--- config.mk ---
export PLATFORM = sky130hd
export DESIGN_NAME = cmpx_mac
export DESIGN_NICKNAME = d
export VERILOG_FILES = /design/src/rtl/cmpx_mac_pkg.sv /design/src/rtl/seq_mult_signed.sv /design/src/rtl/cmpx_mac.sv
export SDC_FILE = /design/constraint.sdc
export NUM_CORES = 1
export LEC_CHECK = 0
export CORE_MARGIN = 10
export CORE_UTILIZATION = 40
export CTS_BUF_LIST = sky130_fd_sc_hd__clkbuf_16
export DETAILED_ROUTE_END_ITERATION = 7
export GPL_ROUTABILITY_DRIVEN = 1
export GPL_TIMING_DRIVEN = 0
export PLACE_DENSITY = 0.64
export SYNTH_ARGS = -nofsm -noshare
export SYNTH_HDL_FRONTEND = slang
export SYNTH_SLANG_ARGS = --single-unit
--- constraint.sdc ---
create_clock -name clk -period 3 [get_ports clk]
set_input_delay 0.45 -clock clk [delete_from_list [all_inputs] [get_ports clk]]
set_output_delay 0.45 -clock clk [all_outputs]
set_load 0.02 [all_outputs]
--- src/rtl/cmpx_mac_pkg.sv ---
// Shared types and helpers for the accumulating complex multiplier (cmpx_mac).
package cmpx_mac_pkg;

  typedef enum logic [2:0] {IDLE, LOAD, MUL, ACC, DONE} state_e;

  localparam logic [1:0] PH_XZ = 2'd0;
  localparam logic [1:0] PH_YW = 2'd1;
  localparam logic [1:0] PH_XW = 2'd2;
  localparam logic [1:0] PH_YZ = 2'd3;

  localparam int DEF_W     = 4;
  localparam int DEF_ACC_W = 2*DEF_W + 2;

  typedef struct packed {
    logic        clip;
    logic [63:0] val;
  } fit_t;

  // Sign-extend the low w bits of v to 64 bits.
  function automatic logic signed [63:0] sext(input logic [63:0] v, input int w);
    logic signed [63:0] t;
    t = v << (64 - w);
    return t >>> (64 - w);
  endfunction

  // Clamp a 64-bit sum to a signed w-bit range when sat is set; caller truncates otherwise.
  function automatic fit_t fit_acc(input logic signed [63:0] v, input int w, input logic sat);
    logic signed [63:0] hi, lo;
    fit_t r;
    hi     = (64'sd1 <<< (w - 1)) - 64'sd1;
    lo     = -hi - 64'sd1;
    r.clip = 1'b0;
    r.val  = v;
    if (sat && v > hi) begin
      r.val  = hi;
      r.clip = 1'b1;
    end else if (sat && v < lo) begin
      r.val  = lo;
      r.clip = 1'b1;
    end
    return r;
  endfunction

endpackage

--- src/rtl/seq_mult_signed.sv ---
// W-cycle shift-add signed multiplier: multiplies magnitudes, then negates if signs differ.
module seq_mult_signed #(
  parameter int W = 4
) (
  input  logic           clk,
  input  logic           rst,
  input  logic           start,
  input  logic [W-1:0]   a,
  input  logic [W-1:0]   b,
  output logic           done,
  output logic [2*W-1:0] p
);
  localparam int CW = $clog2(W + 1);

  logic [W-1:0]   a_mag, b_mag, mplier;
  logic [2*W-1:0] mcand, prod;
  logic [CW-1:0]  cnt;
  logic           neg;

  // -2^(W-1) maps to an unsigned magnitude of 2^(W-1), which still fits W bits.
  assign a_mag = a[W-1] ? (~a + W'(1)) : a;
  assign b_mag = b[W-1] ? (~b + W'(1)) : b;

  always_ff @(posedge clk) begin
    if (rst) begin
      mcand  <= '0;
      mplier <= '0;
      prod   <= '0;
      cnt    <= '0;
      neg    <= 1'b0;
    end else if (start) begin
      mcand  <= {{W{1'b0}}, a_mag};
      mplier <= b_mag;
      prod   <= '0;
      cnt    <= CW'(W);
      neg    <= a[W-1] ^ b[W-1];
    end else if (cnt != '0) begin
      if (mplier[0]) prod <= prod + mcand;
      mcand  <= mcand << 1;
      mplier <= mplier >> 1;
      cnt    <= cnt - CW'(1);
    end
  end

  // Flags the cycle whose closing edge performs the final step.
  assign done = (cnt == CW'(1));
  assign p    = neg ? (~prod + (2*W)'(1)) : prod;

endmodule

--- src/rtl/cmpx_mac.sv ---
// Accumulating complex MAC: re += xz - yw, im += xw + yz, one shared sequential multiplier.
// Optional macro CMPX_MAC_SAT_EN: saturating accumulation with sticky ovf.
module cmpx_mac
  import cmpx_mac_pkg::*;
#(
  parameter int W     = DEF_W,
  parameter int ACC_W = 2*W + 2
) (
  input  logic             clk,
  input  logic             rst,
  input  logic             start,
  input  logic             clr,
  input  logic [2*W-1:0]   a,
  input  logic [2*W-1:0]   b,
  output logic             busy,
  output logic             done,
  output logic [ACC_W-1:0] acc_re,
  output logic [ACC_W-1:0] acc_im,
  output logic             ovf
);
  if (W < 2) begin : g_bad_w
    $error("cmpx_mac: W must be >= 2");
  end
  if (ACC_W < 2*W + 1) begin : g_bad_acc
    $error("cmpx_mac: ACC_W must be >= 2*W+1");
  end
  if (ACC_W > 62) begin : g_big_acc
    $error("cmpx_mac: ACC_W must be <= 62");
  end

`ifdef CMPX_MAC_SAT_EN
  localparam logic SAT = 1'b1;
`else
  localparam logic SAT = 1'b0;
`endif

  state_e         state;
  logic [1:0]     phase, sel;
  logic [2*W-1:0] a_q, b_q;
  logic           clr_q;
  logic [W-1:0]   x, y, z, w, m_a, m_b;
  logic           m_start, m_done;
  logic [2*W-1:0] m_p;
  logic           tgt_im, sub;
  logic signed [63:0] cur, pr, sum;
  fit_t           fit;
  logic           unused_hi;

  assign x = a_q[2*W-1:W];
  assign y = a_q[W-1:0];
  assign z = b_q[2*W-1:W];
  assign w = b_q[W-1:0];

  // The multiplier loads on the edge leaving LOAD/ACC, so pick the upcoming phase.
  assign sel     = (state == ACC) ? phase + 2'd1 : PH_XZ;
  assign m_start = (state == LOAD) || (state == ACC && phase != PH_YZ);

  always_comb begin
    m_a = x;
    m_b = z;
    case (sel)
      PH_XZ: begin m_a = x; m_b = z; end
      PH_YW: begin m_a = y; m_b = w; end
      PH_XW: begin m_a = x; m_b = w; end
      default: begin m_a = y; m_b = z; end
    endcase
  end

  seq_mult_signed #(.W(W)) u_mult (
    .clk   (clk),
    .rst   (rst),
    .start (m_start),
    .a     (m_a),
    .b     (m_b),
    .done  (m_done),
    .p     (m_p)
  );

  assign tgt_im    = phase[1];
  assign sub       = (phase == PH_YW);
  assign cur       = sext(64'(tgt_im ? acc_im : acc_re), ACC_W);
  assign pr        = sext(64'(m_p), 2*W);
  assign sum       = sub ? cur - pr : cur + pr;
  assign fit       = fit_acc(sum, ACC_W, SAT);
  assign unused_hi = ^fit.val[63:ACC_W];

  always_ff @(posedge clk) begin
    if (rst) begin
      state  <= IDLE;
      phase  <= PH_XZ;
      a_q    <= '0;
      b_q    <= '0;
      clr_q  <= 1'b0;
      acc_re <= '0;
      acc_im <= '0;
      busy   <= 1'b0;
      done   <= 1'b0;
      ovf    <= 1'b0;
    end else begin
      done <= 1'b0;
      case (state)
        IDLE: if (start) begin
          a_q   <= a;
          b_q   <= b;
          clr_q <= clr;
          state <= LOAD;
        end
        LOAD: begin
          if (clr_q) begin
            acc_re <= '0;
            acc_im <= '0;
            ovf    <= 1'b0;
          end
          phase <= PH_XZ;
          busy  <= 1'b1;
          state <= MUL;
        end
        MUL: if (m_done) state <= ACC;
        ACC: begin
          if (tgt_im) acc_im <= fit.val[ACC_W-1:0];
          else        acc_re <= fit.val[ACC_W-1:0];
          if (fit.clip) ovf <= 1'b1;
          if (phase == PH_YZ) begin
            busy  <= 1'b0;
            done  <= 1'b1;
            state <= DONE;
          end else begin
            phase <= phase + 2'd1;
            state <= MUL;
          end
        end
        DONE:    state <= IDLE;
        default: state <= IDLE;
      endcase
    end
  end

endmodule

==> summary.md, run 1 <==
• 0.006724 ns — clock skew after layout
• 5.363 — ratio of routed vias to standard cells
• 2 — worst hold path depth
• complete, but fails checks — status
• 13 — Levels on crit path
• 26.83% — layout overhead on the synthesized area
• 0.8390 ns — slew at the pin closest to its max-slew limit
• u_mult.prod[0]$_SDFFE_PP0P_ — crit path launch
• 0.3226 mV — worst ir drop on vdd
• negative setup slack — violations in the final reports
• 122.8 µm — Die Y
• 531.6 nW/µm² — Pwr per Cell Area
• 0.06 ns — Clock transition at path regs
• 3.19 ns — required time worst endpoint
• 68 — sink count of the clock tree
• 0.8350 — RD Place Congestion
• sky130_fd_sc_hd__dfxtp_1 — post-synth top area cell
• 10320 µm² — Core Area
• 0.4579 ns — worst hold margin
• sky130_fd_sc_hd__dfxtp_1 — top flip-flop cell by instance count after synthesis
• 0.3218 — portion of the post-synthesis area used by sequential elements
• -0.3204 ns — post-placement worst setup slack
• 0 — remaining routing DRC violations
• 43 — count of pins on the block boundary
• 40 — # port buffers
• 11 — maximum number of pins on one net before global-route repair
• 1 — final count of negative-setup-slack endpoints
• 2.852 mW — overall power consumption
• 37 — standard-cell rows
• 17640 µm — wire length of the first global-routing pass
• -0.007373 ns — worst setup slack after layout
• 0 — Antenna Violating Nets Remaining
• 2 — clk buf depth
• 3883 — Vias
• 63 — Cell variety after synth
• 68 — number of synthesized register bits
• 632 — final net count
• 0 — number of antenna violations at the first check in global routing
• 4835 µm² — area of placed instances
• 7 — maximum fanout along the worst path
• sky130_fd_sc_hd__nor2_1 — most used cell along the critical path
• sky130_fd_sc_hd__dfxtp_1 — most common cell in the synthesized netlist
• acc_im[6]$_SDFFE_PP0P_ — last element of the critical path
• acc_im[6]$_SDFFE_PP0P_ — capture point of the worst reg-to-reg path
• 3 — number of H-tree branching levels
• u_mult.prod[0]$_SDFFE_PP0P_ — launching point of the worst reg2reg path
• 0 — count of hold-fix buffers inserted at cts
• 0.4369 — worst slew slack as a fraction of its limit
• sky130_fd_sc_hd__dfxtp_1, sky130_fd_sc_hd__nand2_1, sky130_fd_sc_hd__a21oi_1 — top cells by instance count after synthesis
• 3.007 ns — time the worst path needs with I/O delays and setup
• sky130_fd_sc_hd__dfxtp_1, sky130_fd_sc_hd__ha_1, sky130_fd_sc_hd__nand2_1, sky130_fd_sc_hd__a21oi_1, sky130_fd_sc_hd__nor2_1 — cells taking the most area after synthesis
• 565 — post-synthesis net count
• true — setup repair after global routing missed its margin
• inv_4 -> ha_4 -> nor4bb_2 -> o31a_1 -> and3b_2 -> nor2_1 -> xor2_1 -> ha_2 -> o21a_1 -> buf_6 -> or3_4 -> a32oi_2 -> nor2_1 — cells along the critical path
• 0.3218 — area share of the largest cell type after synthesis
• 4230 µm² — Post-Syn Area
• 0 — Diodes inserted
• 0.5197 — final core utilization
• 518 — number of standard cells after synthesis
• 0.1414 — All-Layer GR Usage
• 0.1701 — ratio of cells with drive above 1 in the final layout
• sky130_fd_sc_hd__dfxtp_4 — Max stage delay cell, worst path
• 0 — asr flop ratio synth
• 0.37 ns — CP max stage delay
• 8.167 µm² — mean area per synthesized cell
• 15.06 µm — average detailed-routed wire length per instance
• 0.3325 GHz — upper clock frequency limit
• 5365 µm² — fin area
• 4 — length of the first detailed-routing pass in iterations
• 3.20 ns — Crit path arrival time
• 2 — buffering stage count on the worst path with inverters included
• 15090 µm² — Total Die Area
• 0.33 ns — clock latency on the worst-skew pair
• 0 — global route total overflow
• 0.4098 — starting utilization of the core area
• flip-flop — Critical Path Start Type
• simple AND/OR/NAND/NOR gates — CP delay by family, top
• 7879 µm — dpl hpwl
• 236 — first-iteration detailed-routing DRC count
• -0.007 ns — setup slack of the most critical reg-to-reg path
• 122.8 µm — horizontal extent of the die
• sky130_fd_sc_hd__clkbuf_16 — Clk Tree Root Cell
• 2.002 nW — P_leak
• reg -> reg — Worst Setup Path Type
• 0 — yosys synthesis warning count
• 0 — max-cap check violation count
• 1.002 — period utilisation layout
• 0 — final max-slew violation count
• 3763 — number of global-route vias before repair
• yes — TritonCTS clock tree
• 13 — FF-to-FF path depth
• flip-flop — Setup crit end kind
• 9 — clock buffers created by TritonCTS
• 0 — number of enable-type register cells in the synthesized netlist
• 0 — final hold vios
• reg -> reg — worst min-delay path class
• 10900 µm — sum of routed wire length over all layers
## how the worst min path moves through the flow
| stage | from | slack [ns] | end |
|---|---|---|---|
| floorplan | clr_q$_SDFFE_PP0P_ | 0.43 | clr_q$_SDFFE_PP0P_ |
| global placement | b_q[4]$_SDFFE_PP0P_ | 0.45 | b_q[4]$_SDFFE_PP0P_ |
| detailed placement | b_q[0]$_SDFFE_PP0P_ | 0.45 | b_q[0]$_SDFFE_PP0P_ |
| CTS | b_q[0]$_SDFFE_PP0P_ | 0.46 | b_q[0]$_SDFFE_PP0P_ |
| global route | b_q[0]$_SDFFE_PP0P_ | 0.49 | b_q[0]$_SDFFE_PP0P_ |
| finish | b_q[0]$_SDFFE_PP0P_ | 0.46 | b_q[0]$_SDFFE_PP0P_ |
## worst reg2reg max path, stage by stage, from the launching register on
cell                       delay, ns
sky130_fd_sc_hd__dfxtp_4        0.37
sky130_fd_sc_hd__inv_4          0.05
sky130_fd_sc_hd__ha_4           0.18
sky130_fd_sc_hd__nor4bb_2       0.18
sky130_fd_sc_hd__o31a_1         0.29
sky130_fd_sc_hd__and3b_2        0.25
sky130_fd_sc_hd__nor2_1         0.12
sky130_fd_sc_hd__xor2_1         0.23
sky130_fd_sc_hd__ha_2           0.34
sky130_fd_sc_hd__o21a_1         0.14
sky130_fd_sc_hd__buf_6          0.12
sky130_fd_sc_hd__or3_4          0.33
sky130_fd_sc_hd__a32oi_2        0.22
sky130_fd_sc_hd__nor2_1         0.05
## layout by cell type (no fill, tap or decap), drive strengths merged, types with 3 or more instances in the layout
master	netlist	routed
nor4	7	7
o211ai	5	5
nor3	20	20
nand3b	9	9
o21a	5	5
a32oi	5	5
a21oi	51	51
nor2	49	49
xor2	6	6
ha	25	25
nor2b	13	13
mux2	7	7
inv	17	18
clkbuf	15	24
mux2i	17	17
and2	4	4
a211oi	12	12
a311oi	3	3
or3	4	4
nor3b	3	3
nand2b	10	10
dfxtp	68	68
buf	11	27
nand3	10	10
and3	5	5
o21ai	18	18
xnor2	11	11
nand2	68	68
clkdlybuf4s50	0	40
clkinv	0	4
or4	7	7
a21o	4	4
## kinds of logic after synthesis
| family | count (synthesis) | synth area share |
|---|---|---|
| multiplexers | 24 | 0.05886 |
| other | 1 | 0.0008865 |
| XOR/XNOR | 18 | 0.04052 |
| AO/OA/AOI/OAI | 117 | 0.1766 |
| adder cells (fa/ha/maj) | 27 | 0.08341 |
| buffers and inverters | 43 | 0.04614 |
| AND/OR/NAND/NOR | 220 | 0.2718 |
| flip-flops | 68 | 0.3218 |
## registers in the layout, summed over array words and instances (netlist names)
| register | flops |
|---|---|
| state | 3 |
| phase | 2 |
| b_q | 8 |
| done | 1 |
| busy | 1 |
| u_mult.cnt | 3 |
| acc_re | 10 |
| u_mult.mcand | 8 |
| u_mult.prod | 8 |
| u_mult.mplier | 4 |
| acc_im | 10 |
| u_mult.neg | 1 |
| clr_q | 1 |
| a_q | 8 |
## report_power, final
part | leakage (nW) | internal [mW] | switching, mW
Combinational | 1.32 | 0.398 | 0.523
Clock | 0.130 | 0.539 | 0.385
Sequential | 0.556 | 0.961 | 0.0465
## per-stage QoR
stage | setup TNS (ns) | std cells
floorplan | 0 | 518
global placement | -1.094 | 694
detailed placement | -1.741 | 694
global route | -0.4351 | 724
CTS | -0.02198 | 720
finish | -0.007373 | 724
## metal layers
metal / vias up / track usage / wire (µm)
li1: 1980 / - / -
met1: 1806 / 0.1786 / 5118
met2: 82 / 0.2363 / 5030
met3: 15 / 0.02893 / 577
met4: 0 / 0.04345 / 175
met5: - / 0 / 0
## timing repair
| action | in CTS | in global routing |
|---|---|---|
| buffers inserted | 12 | 4 |
| pin swaps | 14 | 21 |
| endpoints found under the setup margin | 10 | 9 |
| resized for setup | 21 | 21 |
## area by class of cell
class                      instances  area [µm²]
multi-input combinational        407        2834
sequential                        68        1375
buffer                            26       145.1
clock buffer                       9       225.2
inverter                          17       68.82
tap                              136       170.2
timing repair buffer              56       524.3
clock inverter                     5       22.52
fill                             966        4959
Note: power is estimated with default switching activity, not from simulation.
==> run 2: changes to the inputs <==
--- a/config.mk
+++ b/config.mk
@@ -5,12 +5,12 @@
 export SDC_FILE = /design/constraint.sdc
 export NUM_CORES = 1
 export LEC_CHECK = 0
-export CORE_MARGIN = 10
 export CORE_UTILIZATION = 40
 export CTS_BUF_LIST = sky130_fd_sc_hd__clkbuf_16
 export DETAILED_ROUTE_END_ITERATION = 7
 export GPL_ROUTABILITY_DRIVEN = 1
 export GPL_TIMING_DRIVEN = 0
+export MAX_ROUTING_LAYER = met4
 export PLACE_DENSITY = 0.64
 export SYNTH_ARGS = -nofsm -noshare
 export SYNTH_HDL_FRONTEND = slang
==> run 2 against run 1 <==
Net effect:
- the run still ends with negative setup slack left
- non-clock buffer count is 11 higher
- sequential share of layout area shrank 0.69 points
- total power is 2.1% higher
- via count increased by 1.4%
- setup slack lost 0.015 ns
- count of clock-buffer cells in the layout unchanged
- die area down 27%
- register-to-register slack got worse by 0.02 ns
- flip-flop and latch count is the same
- combinational power is 7.2% higher
- worst hold slack got worse by 0.0042 ns
- design area grew 2.7%
==> summary.md, run 2 (synthesis gave the netlist of run 1 again) <==
• complete, but fails checks — status
• negative setup slack — violations in the final reports
• 0 — Diodes inserted
• 14.57 µm — average detailed-routed wire length per instance
• 0.4116 — starting utilization of the core area
• 1374 µm² — FF/Latch Area
• acc_im (10), acc_re (10) — registers with the most flip-flops
• 0.8685 — RD Place Congestion
• 2885 µm² — Multi-input gate area
• 0 — remaining routing DRC violations
• 104.8 µm — horizontal extent of the die
• 43 — count of pins on the block boundary
• -0.02 ns — setup slack of the most critical reg-to-reg path
• 11 — maximum number of pins on one net before global-route repair
• 7 — maximum fanout along the worst path
• 2 — clk buf depth
• 643 — final net count
• 113 — first-iteration detailed-routing DRC count
• 3 — number of H-tree branching levels
• 68 — sink count of the clock tree
• compound AO/OA/AOI/OAI gates — CP delay by family, top
• 934 — fill cell count
• b_q[0]$_SDFFE_PP0P_ — Hold Path Origin
• true — setup repair after global routing missed its margin
• 2 — worst hold path depth
• 0.3309 GHz — upper clock frequency limit
• 40 — # port buffers
• b_q[0]$_SDFFE_PP0P_ — end of the worst hold path
• 0 — count of hold-fix buffers inserted at cts
• 0.1864 — ratio of cells with drive above 1 in the final layout
• sky130_fd_sc_hd__clkbuf_16 — Clk Tree Root Cell
• 5 — length of the first detailed-routing pass in iterations
• 0.2545 mV — worst ir drop on vdd
• 0 — final hold vios
• 10280 µm² — Core Area
• 3826 — number of global-route vias before repair
• 0.42 ns — CP max stage delay
• 3 — buffering stage count on the worst path with inverters included
• 10990 µm² — Total Die Area
• 2.066 nW — P_leak
• 0.05 ns — Clock transition at path regs
• 18130 µm — wire length of the first global-routing pass
• 30.23% — layout overhead on the synthesized area
• 0.347 — proportion of power drawn by flip-flops and latches
• flip-flop — Critical Path Start Type
• 13 — Levels on crit path
• sky130_fd_sc_hd__nand2_1 — commonest non-fill, non-tap cell in the layout
• 3.29 ns — Crit path arrival time
• flip-flop — Setup crit end kind
• 9 — clock buffers created by TritonCTS
• reg -> reg — worst min-delay path class
• 5.345 — ratio of routed vias to standard cells
• yes — TritonCTS clock tree
• 737 — non-filler instance count after layout
• sky130_fd_sc_hd__nand2_1, sky130_fd_sc_hd__dfxtp_1, sky130_fd_sc_hd__a21oi_1, sky130_fd_sc_hd__nor2_1, sky130_fd_sc_hd__clkdlybuf4s50_1 — leading cell types in the layout, fill and taps excluded
• 0 — Antenna Violating Nets Remaining
• 0.003872 ns — clock skew after layout
• 528.5 nW/µm² — Pwr per Cell Area
• 13 — FF-to-FF path depth
• sky130_fd_sc_hd__or4_1 — Max stage delay cell, worst path
• 1.007 — period utilisation layout
• 0.33 ns — clock latency on the worst-skew pair
• 0 — global route total overflow
• 2.912 mW — overall power consumption
• 0.3364 — switch share
• 0.314 — share of power burned in the clock network
• sky130_fd_sc_hd__buf_4 — most used cell along the critical path
• 37 — standard-cell rows
• 1 — final count of negative-setup-slack endpoints
• buf_4 -> o31ai_4 -> xor2_2 -> buf_4 -> a31oi_1 -> xnor2_1 -> ha_1 -> inv_2 -> a21oi_2 -> o21a_1 -> o211a_1 -> or4_1 -> nand3_1 — cells along the critical path
• 0.2091 — All-Layer GR Usage
• 3939 — Vias
• 7585 µm — dpl hpwl
• 1.932 mW — Int Power
• u_mult.prod[1]$_SDFFE_PP0P_ — launching point of the worst reg2reg path
• 0.9795 mW — switching component of the power
• 0.4629 — worst slew slack as a fraction of its limit
• 10740 µm — sum of routed wire length over all layers
• 0.7995 ns — slew at the pin closest to its max-slew limit
• -0.02241 ns — worst setup slack after layout
• acc_re[8]$_SDFFE_PP0P_ — capture point of the worst reg-to-reg path
• 694 — cell total after placement
• 3.27 ns — required time worst endpoint
• reg -> reg — Worst Setup Path Type
• 3.022 ns — time the worst path needs with I/O delays and setup
• 0 — number of antenna violations at the first check in global routing
• 0.339 — fraction of power consumed by combinational cells
• 0 — max-cap check violation count
• 104.8 µm — Die Y
• 0 — final max-slew violation count
run 2: cell count changes in the layout (fill, tap and decap cells not counted), moves of 2 or more:
cell / before / now
sky130_fd_sc_hd__nor2_4: 2 / 4
sky130_fd_sc_hd__xor2_2: 0 / 3
sky130_fd_sc_hd__buf_4: 22 / 33
sky130_fd_sc_hd__or4_1: 4 / 6
sky130_fd_sc_hd__inv_1: 13 / 16
sky130_fd_sc_hd__or4_4: 3 / 1
sky130_fd_sc_hd__xor2_1: 6 / 3
sky130_fd_sc_hd__ha_1: 21 / 19
sky130_fd_sc_hd__nor2_1: 43 / 41
run 2: layout make-up:
class                      instances  share of cell area
buffer                            26             0.02725
clock buffer                       9             0.04088
clock inverter                     7            0.005224
inverter                          17             0.01249
multi-input combinational        407              0.5237
sequential                        68              0.2494
tap                              136             0.03089
timing repair buffer              67              0.1102
run 2: power by group through the flow:
stage | combinational [mW] | sequential [mW] | clock, mW
2_1_floorplan | 0.609 | 1.02 | 0
3_3_place_gp | 0.774 | 1.03 | 0
3_5_place_dp | 0.801 | 1.03 | 0
4_1_cts | 0.899 | 1.01 | 0.931
5_1_grt | 1.10 | 1.02 | 0.979
6_report | 0.987 | 1.01 | 0.914
run 2: tightest hold or removal path: cells and delay by family (launching register included):
kind               cells  cell delay (ns)
AOI/OAI and AO/OA      1             0.05
and+or+nand+nor        1             0.05
DFF                    1             0.30
run 2: how the worst max path moves through the flow:
stage	startpoint	endpoint	slack (ns)
finish	u_mult.prod[1]$_SDFFE_PP0P_	acc_re[8]$_SDFFE_PP0P_	-0.02
global route	u_mult.prod[1]$_SDFFE_PP0P_	acc_re[8]$_SDFFE_PP0P_	-0.15
CTS	u_mult.prod[0]$_SDFFE_PP0P_	acc_im[5]$_SDFFE_PP0P_	0.006
detailed placement	phase[1]$_SDFFE_PP0P_	acc_im[7]$_SDFFE_PP0P_	-0.30
global placement	phase[1]$_SDFFE_PP0P_	acc_re[7]$_SDFFE_PP0P_	-0.27
floorplan	u_mult.prod[1]$_SDFFE_PP0P_	acc_re[7]$_SDFFE_PP0P_	0.01
run 2: per-stage QoR:
step	setup TNS, ns	worst slack (ns)	util	hold slack, ns	cell area [µm²]
detailed placement	-1.661	-0.3036	0.4704	0.4501	4835
global placement	-1.257	-0.2676	0.4704	0.4472	4835
CTS	0	0.005744	0.5102	0.4575	5244
finish	-0.02241	-0.02241	0.5360	0.4537	5509
global route	-0.7488	-0.1529	0.5360	0.4789	5509
floorplan	0	0.01439	-	0.4318	4264
run 2: what timing repair did:
item / CTS / global route
pin swaps: 18 / 31
endpoints found under the setup margin: 10 / 10
gates resized for setup: 14 / 36
buffers inserted: 13 / 15
endpoints found under the hold margin: 0 / 0
run 2: metal layers:
layer | global-route usage | routed length [µm]
met2 | 0.3377 | 5226
met3 | 0.03431 | 419
met4 | 0.07143 | 156
met1 | 0.2649 | 4939
met5 | - | 0
